$ cat config.mk
export PLATFORM = sky130hd
export DESIGN_NAME = nexys_starship_break_gen
export DESIGN_NICKNAME = d
export VERILOG_FILES = /design/src/rtl/nexys_starship_break_gen.sv
export SDC_FILE = /design/constraint.sdc
export NUM_CORES = 1
export LEC_CHECK = 0
export BUFFER_PORTS_ARGS = -buffer_cell sky130_fd_sc_hd__buf_2
export CORE_MARGIN = 2
export CORE_UTILIZATION = 50
export DETAILED_ROUTE_END_ITERATION = 8
export PLACE_DENSITY_LB_ADDON = 0.25
export SETUP_SLACK_MARGIN = 0.15
export SYNTH_ARGS = -nofsm -noshare
export SYNTH_HDL_FRONTEND = slang
export SYNTH_SLANG_ARGS = --single-unit
$ cat constraint.sdc
create_clock -name Clk -period 3.3 [get_ports Clk]
set_input_delay 0.33 -clock Clk [delete_from_list [all_inputs] [get_ports Clk]]
set_output_delay 0.33 -clock Clk [all_outputs]
set_load 0.01 [all_outputs]
$ cat src/rtl/nexys_starship_break_gen.sv
// Part-break initiator: schedules random breakdowns for the repair state machines.
// It waits a random gap counted in game ticks, then raises a one-hot request with a
// nonzero repair combo. The request is held until the target part acks as broken or
// until a tick-counted timeout expires.
module nexys_starship_break_gen #(
    parameter int unsigned NUM_PARTS    = 4,
    parameter logic [15:0] SEED         = 16'hACE1,
    parameter int unsigned MIN_GAP      = 8,
    parameter logic [3:0]  GAP_MASK     = 4'hF,
    parameter int unsigned FIRE_TIMEOUT = 4
) (
    input  logic                 Clk,
    input  logic                 Reset,
    input  logic                 timer_clk,
    input  logic                 play_flag,
    input  logic                 gameover_ctrl,
    input  logic [NUM_PARTS-1:0] broken,
    output logic [NUM_PARTS-1:0] part_random,
    output logic [3:0]           random_hex,
    output logic [7:0]           break_count,
    output logic                 q_BG_Idle,
    output logic                 q_BG_Wait,
    output logic                 q_BG_Fire
);

    // One-hot encoding so the state outputs come straight from flops.
    typedef enum logic [2:0] {
        StIdle = 3'b001,
        StWait = 3'b010,
        StFire = 3'b100
    } state_e;

    localparam logic [NUM_PARTS-1:0] OneHotLsb = {{(NUM_PARTS-1){1'b0}}, 1'b1};

    state_e               state_q, state_d;
    logic [NUM_PARTS-1:0] part_random_q, part_random_d;
    logic [3:0]           random_hex_q, random_hex_d;
    logic [7:0]           break_count_q, break_count_d;
    // Gap can reach MIN_GAP + 15, so one bit wider than a byte.
    logic [8:0]           gap_q, gap_d;
    logic [7:0]           tout_q, tout_d;
    logic [15:0]          lfsr_q, lfsr_d;
    logic                 timer_q, timer_d;

    logic                 tick;
    logic                 ack;
    logic [8:0]           gap_reload;
    logic [3:0]           hex_pick;
    logic [15:0]          lfsr_next;
    logic                 pick_found;
    logic [NUM_PARTS-1:0] pick_oh;
    logic [NUM_PARTS-1:0] cand_oh;
    int unsigned          base_idx;
    int unsigned          cand;

    // Tick edge detect, LFSR step, gap reload and combo values shared by the FSM.
    always_comb begin
        tick       = timer_clk & ~timer_q;
        ack        = |(broken & part_random_q);
        gap_reload = 9'(MIN_GAP) + 9'(lfsr_q[3:0] & GAP_MASK);
        hex_pick   = (lfsr_q[11:8] == 4'h0) ? 4'h1 : lfsr_q[11:8];
        lfsr_next  = {1'b0, lfsr_q[15:1]} ^ ({16{lfsr_q[0]}} & 16'hB400);
    end

    // Target pick: start at lfsr[6:4] mod NUM_PARTS, rotate upward past broken parts.
    always_comb begin
        base_idx   = 32'(lfsr_q[6:4]) % NUM_PARTS;
        pick_found = 1'b0;
        pick_oh    = '0;
        cand       = 0;
        cand_oh    = '0;
        for (int unsigned k = 0; k < NUM_PARTS; k++) begin
            cand    = (base_idx + k) % NUM_PARTS;
            cand_oh = OneHotLsb << cand;
            if (!pick_found && ((broken & cand_oh) == '0)) begin
                pick_found = 1'b1;
                pick_oh    = cand_oh;
            end
        end
    end

    // Next-state logic for the scheduler FSM and its registered outputs.
    always_comb begin
        state_d       = state_q;
        part_random_d = part_random_q;
        random_hex_d  = random_hex_q;
        break_count_d = break_count_q;
        gap_d         = gap_q;
        tout_d        = tout_q;
        timer_d       = timer_clk;
        lfsr_d        = (lfsr_q == 16'h0) ? SEED : lfsr_next;

        unique case (state_q)
            StIdle: begin
                part_random_d = '0;
                random_hex_d  = 4'h0;
                if (play_flag && !gameover_ctrl) begin
                    state_d       = StWait;
                    gap_d         = gap_reload;
                    break_count_d = 8'd0;
                end
            end
            StWait: begin
                if (gameover_ctrl) begin
                    state_d       = StIdle;
                    part_random_d = '0;
                    random_hex_d  = 4'h0;
                end else if (gap_q == 9'd0) begin
                    if (pick_found) begin
                        state_d       = StFire;
                        part_random_d = pick_oh;
                        random_hex_d  = hex_pick;
                        tout_d        = 8'd0;
                    end else begin
                        // Every part already broken: wait another full gap.
                        gap_d = gap_reload;
                    end
                end else if (tick) begin
                    gap_d = gap_q - 9'd1;
                end
            end
            StFire: begin
                if (gameover_ctrl) begin
                    state_d       = StIdle;
                    part_random_d = '0;
                    random_hex_d  = 4'h0;
                end else if (ack) begin
                    state_d       = StWait;
                    part_random_d = '0;
                    gap_d         = gap_reload;
                    if (break_count_q != 8'hFF) begin
                        break_count_d = break_count_q + 8'd1;
                    end
                end else if (tick) begin
                    if (tout_q == 8'(FIRE_TIMEOUT - 1)) begin
                        state_d       = StWait;
                        part_random_d = '0;
                        gap_d         = gap_reload;
                    end else begin
                        tout_d = tout_q + 8'd1;
                    end
                end
            end
            default: begin
                state_d       = StIdle;
                part_random_d = '0;
                random_hex_d  = 4'h0;
            end
        endcase
    end

    // State register; asynchronous reset drops any pending request immediately.
    always_ff @(posedge Clk or negedge Reset) begin
        if (!Reset) begin
            state_q       <= StIdle;
            part_random_q <= '0;
            random_hex_q  <= 4'h0;
            break_count_q <= 8'd0;
            gap_q         <= 9'd0;
            tout_q        <= 8'd0;
            lfsr_q        <= SEED;
            timer_q       <= 1'b0;
        end else begin
            state_q       <= state_d;
            part_random_q <= part_random_d;
            random_hex_q  <= random_hex_d;
            break_count_q <= break_count_d;
            gap_q         <= gap_d;
            tout_q        <= tout_d;
            lfsr_q        <= lfsr_d;
            timer_q       <= timer_d;
        end
    end

    assign part_random = part_random_q;
    assign random_hex  = random_hex_q;
    assign break_count = break_count_q;
    assign q_BG_Idle   = state_q[0];
    assign q_BG_Wait   = state_q[1];
    assign q_BG_Fire   = state_q[2];

endmodule
==> out/qor.csv <==
stage,metric,value,unit
clock_tree,clk_path_buf_depth,2,
synth,yosysSeqAreaShare,47.9,%
die,ios,28,
critical_path,crit_end,tout_q[4]$_DFFE_PN0P_,
critical_path,reg2reg_from,gap_q[0]$_DFFE_PN0P_,
drt,via_count,2270,
sta,fin_crit,2.67,ns
global_routing,grt_antenna_before_repair,0,
critical_path,cp_max_fo,16,
sta,fin_tns_setup,0,ns
power_and_ir_drop,power_leakage,1.33,nW
critical_path,worstSetupPathType,flip-flop to flip-flop,
drt,first_pass_iters,4,
synth,syn_nets,303,
drt,routed_wl,5980,um
critical_path,r2r-end,tout_q[4]$_DFFE_PN0P_,
clock_tree,clk_pin_slew,0.10,ns
drt,via_per_inst,5.96,
global_routing,grt_pass1_vias,2167,
place,hpwl,4370,um
critical_path,critPathArrivalTime,2.90,ns
global_routing,grt_remaining_overflow,0,
synth,synth_edf_count,0,
synth,synth_flop_cell,dfrtp_1,
final_layout,drive_gt1_share,20.1,%
clock_tree,cts_buffers,5,
sta,setup_viol,0,
drt,drc,0,
sta,rsz0062_at_grt,false,
drt,ant_nets,0,
clock_tree,cts.hold.buffers_added,0,
die,core_area,0.00544,mm2
drt,wl_per_cell,15.7,um
power_and_ir_drop,vdd_drop_max,0.306,mV
critical_path,r2r_slack,0.63,ns
power_and_ir_drop,power_density,576,mW/mm2
place,gp_congestion,0.848,
flow_run,cap_violations,0,
clock_tree,clock_sinks,53,
clock_tree,cts_resized,0,
synth,syn_area,0.00279,mm2
synth,avgSynthCellArea,9.60,um2
final_layout,nets,320,
die,rows,27,
clock_tree,htree_levels,2,
critical_path,endpoint_kind,flip-flop,
final_layout,antenna_cells,0,
critical_path,cp.required,3.54,ns
sta,fin_skew,0.00829,ns
synth,synthArstFlopShare,100,%
synth,synth_cells,291,
final_layout,area_delta_synth_final,10.8,%
die,die_area,0.00620,mm2
critical_path,critPathMaxStageDelay,0.60,ns
sta,tightest_slew,0.993,ns
critical_path,rr_worst_depth,7,
critical_path,start_kind,flip-flop,
clock_tree,clk_latency,0.31,ns
sta,report.final.slew_viol_count,0,
clock_tree,tritoncts,built,
critical_path,path_cells,inv_1 > ha_1 > nor4b_1 > and4_1 > a31oi_1 > or4_1 > a21oi_1,
clock_tree,cts_setup_buffers,0,
drt,dr.first_iter.drc_count,210,
sta,max_slew_margin,33.0,%
global_routing,grt_start_max_net_pins,34,
die,die_h,78.7,um
synth,synth-warning-count,0,
sta,period_share,80.8,%
global_routing,grt_pass1_wl,10200,um
outcome,run_status,"finished, final reports clean",
global_routing,grt_usage,20.9,%
sta,fmax,0.375,GHz
critical_path,crit_path_start,gap_q[0]$_DFFE_PN0P_,
die,start_util,51.3,%
hold_path,hp-class,primary input to asynchronous set/reset pin,
synth,ys_seq_elements,53,
clock_tree,cts_root_buffer,clkbuf_8,
sta,hold_ws,0.0597,ns
sta,hold_viol,0,
critical_path,worst_path_max_delay_cell,or4_1,
synth,synthDistinctLibCells,63,
place,port_buffers,27,
die,fp.dieW,78.7,um
-- power by group --
group	internal [W]	leakage, nW	switching (W)	total [W]
logic	0.000200	0.599	0.000282	0.000482
clock network	0.000301	0.0681	0.000215	0.000516
registers	0.000706	0.667	0.0000772	0.000783
-- placed cells by master (no fill, tap or decap), drive strengths merged, types with 2 or more instances in the layout --
cell	synthesis	final
dfrtp	44	44
buf	6	31
nand2	26	26
o21ai	22	22
a21oi	15	15
nor2	15	15
nand2b	12	12
nand3	11	11
inv	9	9
o31ai	9	9
dfstp	9	9
nor4	8	8
a31oi	7	7
and3	6	6
or4	6	6
o41ai	5	5
clkbuf	15	5
nor3	5	5
or3	5	5
nand4	4	4
o21a	4	4
xnor2	3	3
a22oi	3	3
nor3b	3	3
nor4b	3	3
a22o	3	3
ha	3	3
a41oi	2	2
a211o	2	2
bufinv	0	2
or3b	2	2
o211ai	2	2
a2111oi	2	2
or2	2	2
-- synthesized netlist by cell type, types with 4 or more instances --
master,number,area share [%]
a21oi_1,15,2.7
a31oi_1,7,1.6
and3_1,6,1.3
buf_2,4,0.72
clkbuf_1,15,2.0
dfrtp_1,44,39
dfstp_2,9,8.5
inv_1,9,1.2
nand2_1,26,3.5
nand2b_1,12,2.7
nand3_1,11,2.0
nand4_1,4,0.90
nor2_1,14,1.9
nor3_1,4,0.72
nor4_1,8,1.8
o21a_1,4,1.1
o21ai_0,20,3.6
o31ai_1,9,2.4
o41ai_1,5,1.6
or3_1,4,0.90
or4_1,5,1.3
-- per-stage QoR --
step                      total power (W)  worst slack (ns)  std cells  util, %  cell area [um2]
after floorplan                   0.00114             0.954        291        -             2790
after global placement            0.00126             0.764        373     54.4             2960
after detailed placement          0.00127             0.700        373     54.4             2960
after CTS                         0.00179             0.646        381     56.9             3090
after global routing              0.00188             0.404        381     56.9             3090
final                             0.00178             0.634        381     56.9             3090
-- how the worst min path moves through the flow --
| stage | start | to | slack, ns | cells past startpoint |
|---|---|---|---|---|
| global route | timer_clk | timer_q$_DFF_PN0_ | 0.12 | 1 |
| global placement | lfsr_q[15]$_DFF_PN1_ | lfsr_q[14]$_DFF_PN0_ | 0.39 | 0 |
| CTS | Reset | part_random[1]$_DFFE_PN0P_ | 0.1 | 1 |
| finish | Reset | part_random[1]$_DFFE_PN0P_ | 0.06 | 1 |
| detailed placement | lfsr_q[15]$_DFF_PN1_ | lfsr_q[14]$_DFF_PN0_ | 0.40 | 0 |
| floorplan | Reset | break_count[0]$_DFFE_PN0P_ | 0.03 | 0 |
-- cells by family after synthesis --
logic type,synth area share (%)
mux,0.403
xor+xnor,1.25
fa+ha+maj,1.34
compound gates,21.7
flops,47.9
simple gates,23.0
buf+inv,4.35
-- worst max-delay path, delay by kind of cell (launching register included) --
kind	cells	cell delay, ns
compound gates	2	0.35
fa+ha+maj	1	0.21
buf+inv	1	0.10
flops	1	0.43
simple gates	3	1.51
-- state kept, by name, indices dropped and copies added, names as in the netlist --
name,flops
random_hex,4
timer_q,1
part_random,4
lfsr_q,16
tout_q,8
state_q,3
gap_q,9
break_count,8
-- per-layer routing --
| metal | track usage [%] | wire length (um) |
|---|---|---|
| met1 | 29.4 | 2870 |
| met2 | 32.6 | 2780 |
| met3 | 3.30 | 248 |
| met4 | 8.25 | 85 |
| met5 | 0 | 0 |
-- layout make-up --
cell class / instances / area (um2)
fillers: 479 / 2340
flip-flops and latches: 53 / 1340
multi-input cells: 208 / 1330
repair buffers: 31 / 165
well taps: 72 / 90.1
clock buffers: 5 / 68.8
clock inverters: 3 / 65.1
inverters: 9 / 33.8
Power figures use the tool's default switching activity.
